<file path="config.mk">
export PLATFORM = sky130hd
export DESIGN_NAME = v_serial_packer
export DESIGN_NICKNAME = d
export VERILOG_FILES = /design/src/rtl/v_serial_packer.sv
export SDC_FILE = /design/constraint.sdc
export NUM_CORES = 1
export LEC_CHECK = 0
export CAP_MARGIN = 10
export CORE_ASPECT_RATIO = 0.5
export CORE_MARGIN = 2
export CORE_UTILIZATION = 40
export DETAILED_ROUTE_END_ITERATION = 8
export DONT_BUFFER_PORTS = 1
export SYNTH_ARGS = -nofsm -noshare
export SYNTH_HDL_FRONTEND = slang
export SYNTH_SLANG_ARGS = --single-unit
</file>
<file path="constraint.sdc">
create_clock -name clk -period 2.6 [get_ports clk]
set_input_delay 0.13 -clock clk [delete_from_list [all_inputs] [get_ports clk]]
set_output_delay 0.13 -clock clk [all_outputs]
set_load 0.005 [all_outputs]
</file>
<file path="src/rtl/v_serial_packer.sv">
// v_serial_packer: serial-to-parallel packer feeding a small word FIFO.
//
// Serial bits are shifted LSB-first into a 2*WIDTH-bit word. A completed word,
// or a zero-padded partial word requested by flush, is pushed into a
// DEPTH-entry FIFO. The FIFO is drained over a valid/ready handshake.
//
// Ports:
//   clk       in   sole clock, rising edge
//   rst_n     in   asynchronous active-low reset
//   a         in   serial data bit
//   a_valid   in   a is valid this cycle
//   a_ready   out  packer accepts a this cycle (registered state only)
//   flush     in   one-cycle request to emit the current partial word
//   d         out  FIFO head word (2*WIDTH bits)
//   d_partial out  head word came from a flush (upper bits zero-padded)
//   d_valid   out  FIFO non-empty
//   d_ready   in   consumer takes the head word
//   level     out  FIFO occupancy, 0..DEPTH
//   words     out  count of popped words, wraps at 4096
module v_serial_packer #(
  parameter int unsigned WIDTH = 32,
  parameter int unsigned DEPTH = 4,
  parameter int unsigned LW    = $clog2(DEPTH) + 1
) (
  input  logic               clk,
  input  logic               rst_n,
  input  logic               a,
  input  logic               a_valid,
  output logic               a_ready,
  input  logic               flush,
  output logic [2*WIDTH-1:0] d,
  output logic               d_partial,
  output logic               d_valid,
  input  logic               d_ready,
  output logic [LW-1:0]      level,
  output logic [11:0]        words
);

  localparam int unsigned WW = 2 * WIDTH;
  localparam int unsigned CW = $clog2(WW);
  localparam int unsigned PW = LW - 1;

  localparam logic [CW-1:0] LastCnt = CW'(WW - 1);
  localparam logic [LW-1:0] DepthL  = LW'(DEPTH);

  logic [WW-1:0] shift_q, shift_d, shift_in;
  logic [CW-1:0] bit_cnt_q, bit_cnt_d;
  logic          flush_pend_q, flush_pend_d;
  logic [WW-1:0] mem_q [DEPTH];
  logic [DEPTH-1:0] part_q;
  logic [PW-1:0] wr_ptr_q, rd_ptr_q;
  logic [LW-1:0] level_q, level_d;
  logic [11:0]   words_q;

  logic accept, word_full, flush_push, push, pop;

  // A completing bit is held off while the FIFO is full, so a push never
  // meets a full FIFO.
  assign a_ready    = ~flush_pend_q & ~((bit_cnt_q == LastCnt) & (level_q == DepthL));
  assign accept     = a_valid & a_ready;
  assign word_full  = accept & (bit_cnt_q == LastCnt);
  // flush_pend blocks bit accepts, so the two push sources are exclusive.
  assign flush_push = flush_pend_q & (level_q != DepthL);
  assign push       = word_full | flush_push;
  assign pop        = d_valid & d_ready;

  assign d         = mem_q[rd_ptr_q];
  assign d_partial = part_q[rd_ptr_q];
  assign d_valid   = (level_q != '0);
  assign level     = level_q;
  assign words     = words_q;

  // Shift word with this cycle's accepted bit merged in.
  always_comb begin
    shift_in = shift_q;
    if (accept) begin
      shift_in[bit_cnt_q] = a;
    end
  end

  always_comb begin
    shift_d      = shift_q;
    bit_cnt_d    = bit_cnt_q;
    flush_pend_d = flush_pend_q;
    if (push) begin
      shift_d      = '0;
      bit_cnt_d    = '0;
      flush_pend_d = 1'b0;
    end else if (accept) begin
      shift_d   = shift_in;
      bit_cnt_d = bit_cnt_q + CW'(1);
    end
    // Evaluated after the same-cycle accept; an empty word makes flush a no-op.
    if (flush && (bit_cnt_d != '0)) begin
      flush_pend_d = 1'b1;
    end
  end

  always_comb begin
    level_d = level_q;
    unique case ({push, pop})
      2'b10:   level_d = level_q + LW'(1);
      2'b01:   level_d = level_q - LW'(1);
      default: level_d = level_q;
    endcase
  end

  always_ff @(posedge clk or negedge rst_n) begin
    if (!rst_n) begin
      shift_q      <= '0;
      bit_cnt_q    <= '0;
      flush_pend_q <= 1'b0;
      for (int i = 0; i < DEPTH; i++) begin
        mem_q[i] <= '0;
      end
      part_q       <= '0;
      wr_ptr_q     <= '0;
      rd_ptr_q     <= '0;
      level_q      <= '0;
      words_q      <= '0;
    end else begin
      shift_q      <= shift_d;
      bit_cnt_q    <= bit_cnt_d;
      flush_pend_q <= flush_pend_d;
      level_q      <= level_d;
      if (push) begin
        mem_q[wr_ptr_q]  <= shift_in;
        part_q[wr_ptr_q] <= flush_push;
        wr_ptr_q         <= wr_ptr_q + PW'(1);
      end
      if (pop) begin
        rd_ptr_q <= rd_ptr_q + PW'(1);
        words_q  <= words_q + 12'd1;
      end
    end
  end

endmodule

</file>
==> results of run 1 <==
[cells by family (layout without fill, tap and decap cells)]
family                   after synthesis  count (layout)  share of synthesized area
adder cells (fa/ha/maj)                8               8                   0.006753
buffers and inverters                104             124                    0.03267
multiplexers                         282             282                     0.2455
XOR/XNOR                              19              19                    0.01044
AND/OR/NAND/NOR                      276             276                    0.08042
AO/OA/AOI/OAI                        197             197                    0.07452
flip-flops                           350             350                     0.5497
[layout by cell type (no fill, tap or decap), drive strengths merged, types with 13 or more instances in the layout]
| cell type | count |
|---|---|
| nand3 | 17 |
| nor2 | 134 |
| a22o | 37 |
| mux2 | 187 |
| a21oi | 111 |
| inv | 13 |
| dfrtp | 350 |
| clkbuf | 48 |
| o21ai | 34 |
| mux4 | 65 |
| buf | 48 |
| nand2 | 69 |
| mux2i | 30 |
| nor3 | 13 |
[state kept, by name, summed over array words and instances, names as in the netlist]
name / flops
words: 12
wr_ptr_q: 2
flush_pend_q: 1
part_q: 4
shift_q: 64
level: 3
mem_q: 256
rd_ptr_q: 2
bit_cnt_q: 6
[metal layers]
layer | share of wire | track usage | vias up | wire, um
met3 | 0.045 | 0.03255 | 62 | 1662
met1 | 0.44 | 0.2484 | 5201 | 16240
met5 | 0 | 0 | - | 0
met2 | 0.49 | 0.2975 | 214 | 18040
li1 | - | - | 4416 | -
met4 | 0.023 | 0.05079 | 0 | 865
[worst max-delay path by stage]
stage	startpoint	to	cells after the start
6_report	bit_cnt_q[0]	shift_q[34]	6
5_1_grt	bit_cnt_q[3]	mem_q[223]	8
4_1_cts	bit_cnt_q[3]	mem_q[172]	5
3_5_place_dp	bit_cnt_q[3]	mem_q[172]	5
3_3_place_gp	bit_cnt_q[3]	mem_q[44]	5
2_1_floorplan	bit_cnt_q[0]	level[2]	11
[through the flow]
stage / util / power (W) / instances / instance area, um^2
2_1_floorplan: - / 0.01161 / 1236 / 15930
3_3_place_gp: 0.4269 / 0.01314 / 1722 / 16670
3_5_place_dp: 0.4269 / 0.01343 / 1722 / 16670
4_1_cts: 0.4598 / 0.01894 / 1786 / 17950
5_1_grt: 0.4600 / 0.01973 / 1786 / 17970
6_report: 0.4600 / 0.01870 / 1786 / 17970
[worst register-to-register path, stage by stage (launching register included)]
cell and delay (ns):
dfrtp_1 0.38, ha_1 0.25, nand4_1 0.26, nor2_1 0.15
nor2_2 0.69, buf_4 0.45, a22o_1 0.21
[final cells by class]
cell class | instances | area share
Clock buffer | 48 | 0.05662
Inverter | 13 | 0.002716
Clock inverter | 13 | 0.01212
Timing Repair Buffer | 50 | 0.02995
Tap cell | 530 | 0.03691
Sequential cell | 350 | 0.4878
Multi-Input combinational cell | 782 | 0.3739
[report_power, final]
group          internal (W)  total [W]  switching (W)
clock               0.00333    0.00542        0.00209
sequential          0.00668    0.00741       0.000727
combinational       0.00262    0.00587        0.00324
total                0.0126     0.0187        0.00606
[repair_timing]
| action | in CTS | in global routing |
|---|---|---|
| gates resized for setup | 0 | 1 |
| buffers inserted | 0 | 0 |
| endpoints found under the setup margin | 0 | 4 |
| hold endpoints to repair | 648 | 350 |
==> impl_metrics.tcl, run 1 <==
set metrics [dict create \
    antenna_found_initial 0 \
    r2r_start "bit_cnt_q[0]" \
    r2r-end "shift_q[34]" \
    cpPeakStageDelay_ns 0.69 \
    yosys-top-cells-count "dfrtp_1 (350), mux2_2 (173), nor2_1 (132)" \
    fin_crit_sh 0.9444 \
    die_x_um 286.2 \
    syn_to_final_growth_pct 12.76 \
    grtUsageTotal 0.1816 \
    whs_ns -0.6941 \
    startpoint_type "flip-flop" \
    outcome "finished, violations left" \
    synth-main-ff-cell "dfrtp_1" \
    cp.buffers_inverters 1 \
    cts_buffers 34 \
    cts_tree "built" \
    avgViaCountPerCell 5.539 \
    worstSetupEndpointType "flip-flop" \
    r2r_cells 6 \
    yosysTopAreaCellShare 0.5497 \
    setup_viol 0 \
    clkSinkCount 350 \
    postCtsHoldBufs 3 \
    cp_data_arrival_time_ns 2.92 \
    period_minus_slack_ns 2.455 \
    clk_latency_ns 0.53 \
    drtPass1Iterations 5 \
    grt_overflow_total 0 \
    hold_class "input pin to async pin" \
    yosysWarnings 0 \
    fin_worst_skew_ns 0.01148 \
    p_per_area_nw_per_um2 1041 \
    worstSetupPathType "flip-flop to flip-flop" \
    maxCapViolations 0 \
    finalWorstSetupSlack_ns 0.1446 \
    seqCellArea_um2 8763 \
    synth_cell_types 56 \
    syn_inst 1236 \
    floorplan.initialDensity 0.4080 \
    grt_pass1_vias 10600 \
    pre_cts_ws_ns 0.1741 \
    clk_pin_slew_ns 0.07 \
    rsz0062_at_grt "false" \
    die_h_um 145.1 \
    syn_avg_cell_area_um2 12.89 \
    vias 9893 \
    drc_errors 0 \
    clockBufferDepth 3 \
    drt_iter0_drc 772 \
    nFillCells 3411 \
    cpLargestDelayFamily "simple AND/OR/NAND/NOR gates" \
    layout-drive-gt1-share 0.2962 \
    tns_ns 0 \
    htree_num_levels 2 \
    ant_nets 0 \
    synth_nets 1250 \
    synth_edf_count 0 \
    fmax_mhz 407.3 \
    io_buffers 0 \
    grt_max_degree 351 \
    gp_congestion 0.8230 \
    hold_viol 350 \
    root_buffer "clkbuf_16" \
    multi_input_area_um2 6718 \
    yosysTopAreaCell "dfrtp_1" \
    postRouteWirelength_um 36810 \
    hpwlAfterDp_um 22650 \
    cp_data_required_time_ns 3.06 \
    crit_slowest_cell "nor2_2" \
    nets 1245 \
    ios 88 \
    peakVddDrop_v 0.0004815 \
    path_cells "ha_1, nand4_1, nor2_1, nor2_2, buf_4, a22o_1" \
    ys_async_sr_fraction 1.000 \
    ys_seq_elements 350 \
    p_leak_nw 8.072 \
    violations "negative hold slack" \
    grt_pass1_wl_um 59970 \
    max_slew.worst_pin.slew_ns 0.8352 \
    syn_area_um2 15930 \
    n_antenna_cell 0 \
    core-area_um2 39050 \
    rows 51 \
    synth.most_common_cell "dfrtp_1" \
    synth_area_leaders "dfrtp_1 (55%), mux2_2 (12%), mux4_2 (9.2%)" \
    synth_seq_area_share 0.5497 \
    crit_path_max_fanout 24 \
    max-slew-margin-rel 0.4426 \
    die-area_um2 41540 \
    final_max_slew_viol_count 0 \
    post_drt_wl_per_cell_um 20.61 \
    r2r_setup_slack_ns 0.14 \
]
Note: power is estimated with default switching activity, not from simulation.
==> run 2, diff against run 1 <==
--- a/config.mk
+++ b/config.mk
@@ -11,6 +11,7 @@
 export CORE_UTILIZATION = 40
 export DETAILED_ROUTE_END_ITERATION = 8
 export DONT_BUFFER_PORTS = 1
+export SETUP_SLACK_MARGIN = 0.02
 export SYNTH_ARGS = -nofsm -noshare
 export SYNTH_HDL_FRONTEND = slang
 export SYNTH_SLANG_ARGS = --single-unit
==> constraint.sdc (replaced) <==
create_clock -name clk -period 2.66 [get_ports clk]
set_input_delay 0.133 -clock clk [delete_from_list [all_inputs] [get_ports clk]]
set_output_delay 0.133 -clock clk [all_outputs]
set_load 0.005 [all_outputs]
==> impl_metrics.tcl, run 2 (same netlist as run 1, synthesis figures left out) <==
set metrics [dict create \
    outcome "finished, violations left" \
    violations "negative hold slack" \
    met3_usage 0.03035 \
    rsz0062_at_grt "true" \
    clockBufferDepth 3 \
    fin_area_um2 17840 \
    setup_viol 0 \
    met2_usage 0.2989 \
    drc_errors 0 \
    hold_class "input pin to async pin" \
    hpwlAfterDp_um 23070 \
    ios 88 \
    postRouteWirelength_um 37040 \
    met1_usage 0.2528 \
    cp_data_arrival_time_ns 3.01 \
    place_area_um2 16620 \
    n_antenna_cell 0 \
    swShare 0.3283 \
    busiest_layer "met2" \
    dpl.cell_count 1718 \
    seqPwrFrac 0.408 \
    final_cell_mix "dfrtp_1 (348), mux2_2 (173), nor2_1 (131)" \
    power_switching_w 0.005867 \
    maxCapViolations 0 \
    floorplan.initialDensity 0.4080 \
    largest_reg_flops 256 \
    top_register "mem_q" \
    core-area_um2 39050 \
    postCtsHoldBufs 4 \
    gp_congestion 0.8411 \
    ant_nets 0 \
    root_buffer "clkbuf_16" \
    grtUsageTotal 0.1824 \
    p_int_w 0.01200 \
    cts_tree "built" \
    fin_worst_skew_ns 0.01497 \
    clk_latency_ns 0.52 \
    seqCellArea_um2 8763 \
    vias 9874 \
    worstSetupEndpointType "flip-flop" \
    crit_path_max_fanout 9 \
    post_drt_wl_per_cell_um 20.79 \
    fmax_mhz 382.1 \
    layout-drive-gt1-share 0.2899 \
    rows 51 \
    cts_buffers 34 \
    final_common_cell "dfrtp_1" \
    htree_num_levels 2 \
    drt_iter0_drc 910 \
    io_buffers 0 \
    grt_pass1_wl_um 59840 \
    die_h_um 145.1 \
    clk_pin_slew_ns 0.06 \
    syn_to_final_growth_pct 11.94 \
    antenna_found_initial 0 \
    cp_data_required_time_ns 3.05 \
    die-area_um2 41540 \
    grt_pass1_vias 10590 \
    pwr-share-clk 0.275 \
    grt_overflow_total 0 \
    pwr-share-comb 0.317 \
    instances_no_fill 1782 \
    grt_max_degree 351 \
    hold_viol 350 \
    p_per_area_nw_per_um2 1002 \
    die_x_um 286.2 \
    p_leak_nw 7.996 \
    nFillCells 3419 \
    drtPass1Iterations 5 \
    fin_crit_sh 0.9839 \
    startpoint_type "flip-flop" \
    peakVddDrop_v 0.0005415 \
    nets 1242 \
    worstSetupPathType "flip-flop to flip-flop" \
    final_max_slew_viol_count 0 \
    multi_input_area_um2 6728 \
    max-slew-margin-rel 0.4597 \
    whs_ns -0.6909 \
    max_slew.worst_pin.slew_ns 0.8085 \
    clkSinkCount 350 \
    avgViaCountPerCell 5.541 \
    period_minus_slack_ns 2.617 \
]
-- run 2: layer usage --
layer	vias up	share of wire	wire, um
met4	0	0.021	765
met2	206	0.48	17960
li1	4411	-	-
met1	5193	0.45	16650
met3	64	0.045	1666
met5	-	0	0
-- run 2: critical path, cell delays in order, from the launching register on --
cell,delay (ns)
dfrtp_1,0.46
and2b_1,0.38
nand4b_1,0.48
nor3_1,0.47
mux2_2,0.43
mux2_2,0.27
-- run 2: through the flow --
| step | hold slack, ns | setup TNS (ns) | setup WS [ns] | power, W | util |
|---|---|---|---|---|---|
| 2_1_floorplan | -0.1626 | 0 | 0.3433 | 0.01135 | - |
| 3_3_place_gp | -0.1558 | 0 | 0.2163 | 0.01283 | 0.4255 |
| 3_5_place_dp | -0.1568 | 0 | 0.1387 | 0.01309 | 0.4255 |
| 4_1_cts | -0.7104 | 0 | 0.1378 | 0.01809 | 0.4562 |
| 5_1_grt | -0.7107 | -0.01136 | -0.008820 | 0.01890 | 0.4567 |
| 6_report | -0.6909 | 0 | 0.04274 | 0.01787 | 0.4567 |
-- run 2: layout make-up --
class	count	share of cell area
flip-flops and latches	350	0.4913
multi-input cells	782	0.3772
repair buffers	47	0.02764
well taps	530	0.03718
clock buffers	56	0.05984
inverters	13	0.002736
clock inverters	4	0.004069
-- run 2: path summary, 6_finish.rpt --
path	from	endpoint	slack [ns]	cells past startpoint
max	flush_pend_q	mem_q[19]	0.04	5
min	rst_n	words[4]	-0.69	0
max reg2reg	flush_pend_q	mem_q[19]	0.04	5
min reg2reg	shift_q[12]	shift_q[12]	0.48	2
max in group asynchronous	rst_n	mem_q[165]	2.66	0
min in group clk	d_ready	words[0]	0.07	3
-- run 2: repair_timing --
action	4_1_cts	5_1_grt
setup endpoints to repair	0	7
setup buffers	0	0
endpoints found under the hold margin	624	350
resized for setup	0	3
-- run 2: power by group through the flow --
stage / combinational, W / sequential [W] / clock (W)
after floorplan: 0.00425 / 0.00710 / 0
after global placement: 0.00554 / 0.00729 / 0
after detailed placement: 0.00569 / 0.00739 / 0
after CTS: 0.00574 / 0.00730 / 0.00506
after global routing: 0.00617 / 0.00745 / 0.00528
final: 0.00566 / 0.00729 / 0.00491
==> run 3, diff against run 2 <==
--- a/config.mk
+++ b/config.mk
@@ -9,6 +9,7 @@
 export CORE_ASPECT_RATIO = 0.5
 export CORE_MARGIN = 2
 export CORE_UTILIZATION = 40
+export CTS_BUF_LIST = sky130_fd_sc_hd__clkbuf_8
 export DETAILED_ROUTE_END_ITERATION = 8
 export DONT_BUFFER_PORTS = 1
 export SETUP_SLACK_MARGIN = 0.02
==> impl_metrics.tcl, run 3 (same netlist as run 1, synthesis figures left out) <==
set metrics [dict create \
    post-cts-setup-buffer-count 0 \
    crit_path_max_fanout 9 \
    final_cell_mix "dfrtp_1 (348), mux2_2 (173), nor2_1 (131)" \
    crit_slowest_cell "nor3_1" \
    clockBufferDepth 3 \
    worstSetupPathType "flip-flop to flip-flop" \
    ant_nets 0 \
    startpoint_type "flip-flop" \
    met3_usage 0.03789 \
    power.total_w 0.01714 \
    busiest_layer "met2" \
    peakVddDrop_v 0.0005439 \
    largest_reg_flops 256 \
    postRouteWirelength_um 37490 \
    dpl.cell_count 1718 \
    cts_tree "built" \
    hpwlAfterDp_um 23070 \
    grt_overflow_total 0 \
    core-area_um2 39050 \
    syn_to_final_growth_pct 10.85 \
    drt_iter0_drc 878 \
    clk_latency_ns 0.60 \
    met2_usage 0.2989 \
    p_leak_nw 8.040 \
    outcome "finished, violations left" \
    drtPass1Iterations 5 \
    r2r-end "mem_q[139]" \
    cp_data_required_time_ns 3.14 \
    die-area_um2 41540 \
    period_minus_slack_ns 2.582 \
    cpPeakStageDelay_ns 0.50 \
    worstSetupEndpointType "flip-flop" \
    path_cells "and2b_1, nand4b_1, nor3_1, mux2_2, mux2_2" \
    rows 51 \
    tns_ns 0 \
    floorplan.initialDensity 0.4080 \
    fmax_mhz 387.3 \
    drc_errors 0 \
    ios 88 \
    rsz0062_at_grt "true" \
    maxCapViolations 0 \
    hold_class "input pin to async pin" \
    grt_pass1_wl_um 60430 \
    setup_viol 0 \
    fin_crit_sh 0.9706 \
    final_common_cell "dfrtp_1" \
    io_buffers 0 \
    final_max_slew_viol_count 0 \
    n_antenna_cell 0 \
    top_register "mem_q" \
    max-slew-margin-rel 0.2771 \
    gp_congestion 0.8411 \
    grt_max_degree 351 \
    antenna_found_initial 0 \
    crit_top_cell "mux2_2" \
    vias 9971 \
    avgViaCountPerCell 5.500 \
    nets 1260 \
    grtUsageTotal 0.1847 \
    clk_pin_slew_ns 0.06 \
    postCtsHoldBufs 4 \
    r2r_start "flush_pend_q" \
    htree_num_levels 2 \
    hold_viol 350 \
    max_slew.worst_pin.slew_ns 1.084 \
    r2r_setup_slack_ns 0.08 \
    die_x_um 286.2 \
    post_drt_wl_per_cell_um 20.68 \
    r2r_cells 5 \
    p_per_area_nw_per_um2 970.5 \
    cp_data_arrival_time_ns 3.06 \
    violations "negative hold slack" \
    layout-drive-gt1-share 0.2970 \
    cts_buffers 52 \
    clkSinkCount 350 \
    fin_worst_skew_ns 0.01651 \
    root_buffer "clkbuf_8" \
    instances_no_fill 1813 \
    whs_ns -0.7735 \
    grt_pass1_vias 10790 \
    met1_usage 0.2514 \
    die_h_um 145.1 \
]
run 3: worst max-delay path by stage:
stage	from	slack (ns)	depth (start not counted)	to
floorplan	bit_cnt_q[0]	0.34	11	level[2]
global placement	flush_pend_q	0.22	5	mem_q[91]
finish	flush_pend_q	0.08	5	mem_q[139]
CTS	flush_pend_q	0.12	5	mem_q[139]
detailed placement	flush_pend_q	0.14	5	mem_q[139]
global route	bit_cnt_q[3]	-0.01	5	shift_q[36]
run 3: critical path, delay by kind of cell, from the launching register on:
family / cells / cell delay (ns)
AND/OR/NAND/NOR: 3 / 1.29
flip-flops: 1 / 0.46
multiplexers: 2 / 0.72
run 3: layout make-up:
type / count / area (um^2)
Fill cell: 3450 / 21390
Sequential cell: 350 / 8763
Multi-Input combinational cell: 782 / 6706
Clock buffer: 61 / 839.6
Tap cell: 530 / 663.1
Timing Repair Buffer: 47 / 493.0
Clock inverter: 30 / 146.4
Inverter: 13 / 48.80
run 3: repair_timing:
item / 4_1_cts / 5_1_grt
hold endpoints to repair: 684 / 350
setup endpoints to repair: 0 / 8
gates resized for setup: 0 / 0
run 3: routing by layer:
metal / wire length, um / vias up / part of all wire
met4: 823 / 0 / 0.022
met5: 0 / - / 0
met2: 18050 / 246 / 0.48
met1: 16630 / 5213 / 0.44
met3: 1988 / 63 / 0.053
li1: - / 4449 / -
run 3: metrics by stage:
step / util / worst slack, ns / hold slack (ns) / instance area (um^2)
3_3_place_gp: 0.4255 / 0.2163 / -0.1558 / 16620
2_1_floorplan: - / 0.3433 / -0.1626 / 15930
4_1_cts: 0.4522 / 0.1173 / -0.8143 / 17660
6_report: 0.4522 / 0.07809 / -0.7735 / 17660
5_1_grt: 0.4522 / -0.01209 / -0.8172 / 17660
3_5_place_dp: 0.4255 / 0.1387 / -0.1568 / 16620
run 3: report_power, final:
part           switching (W)  leakage (nW)  internal [W]
logic                0.00311          2.82       0.00254
clock network        0.00204         0.599       0.00217
registers           0.000758          4.62       0.00653
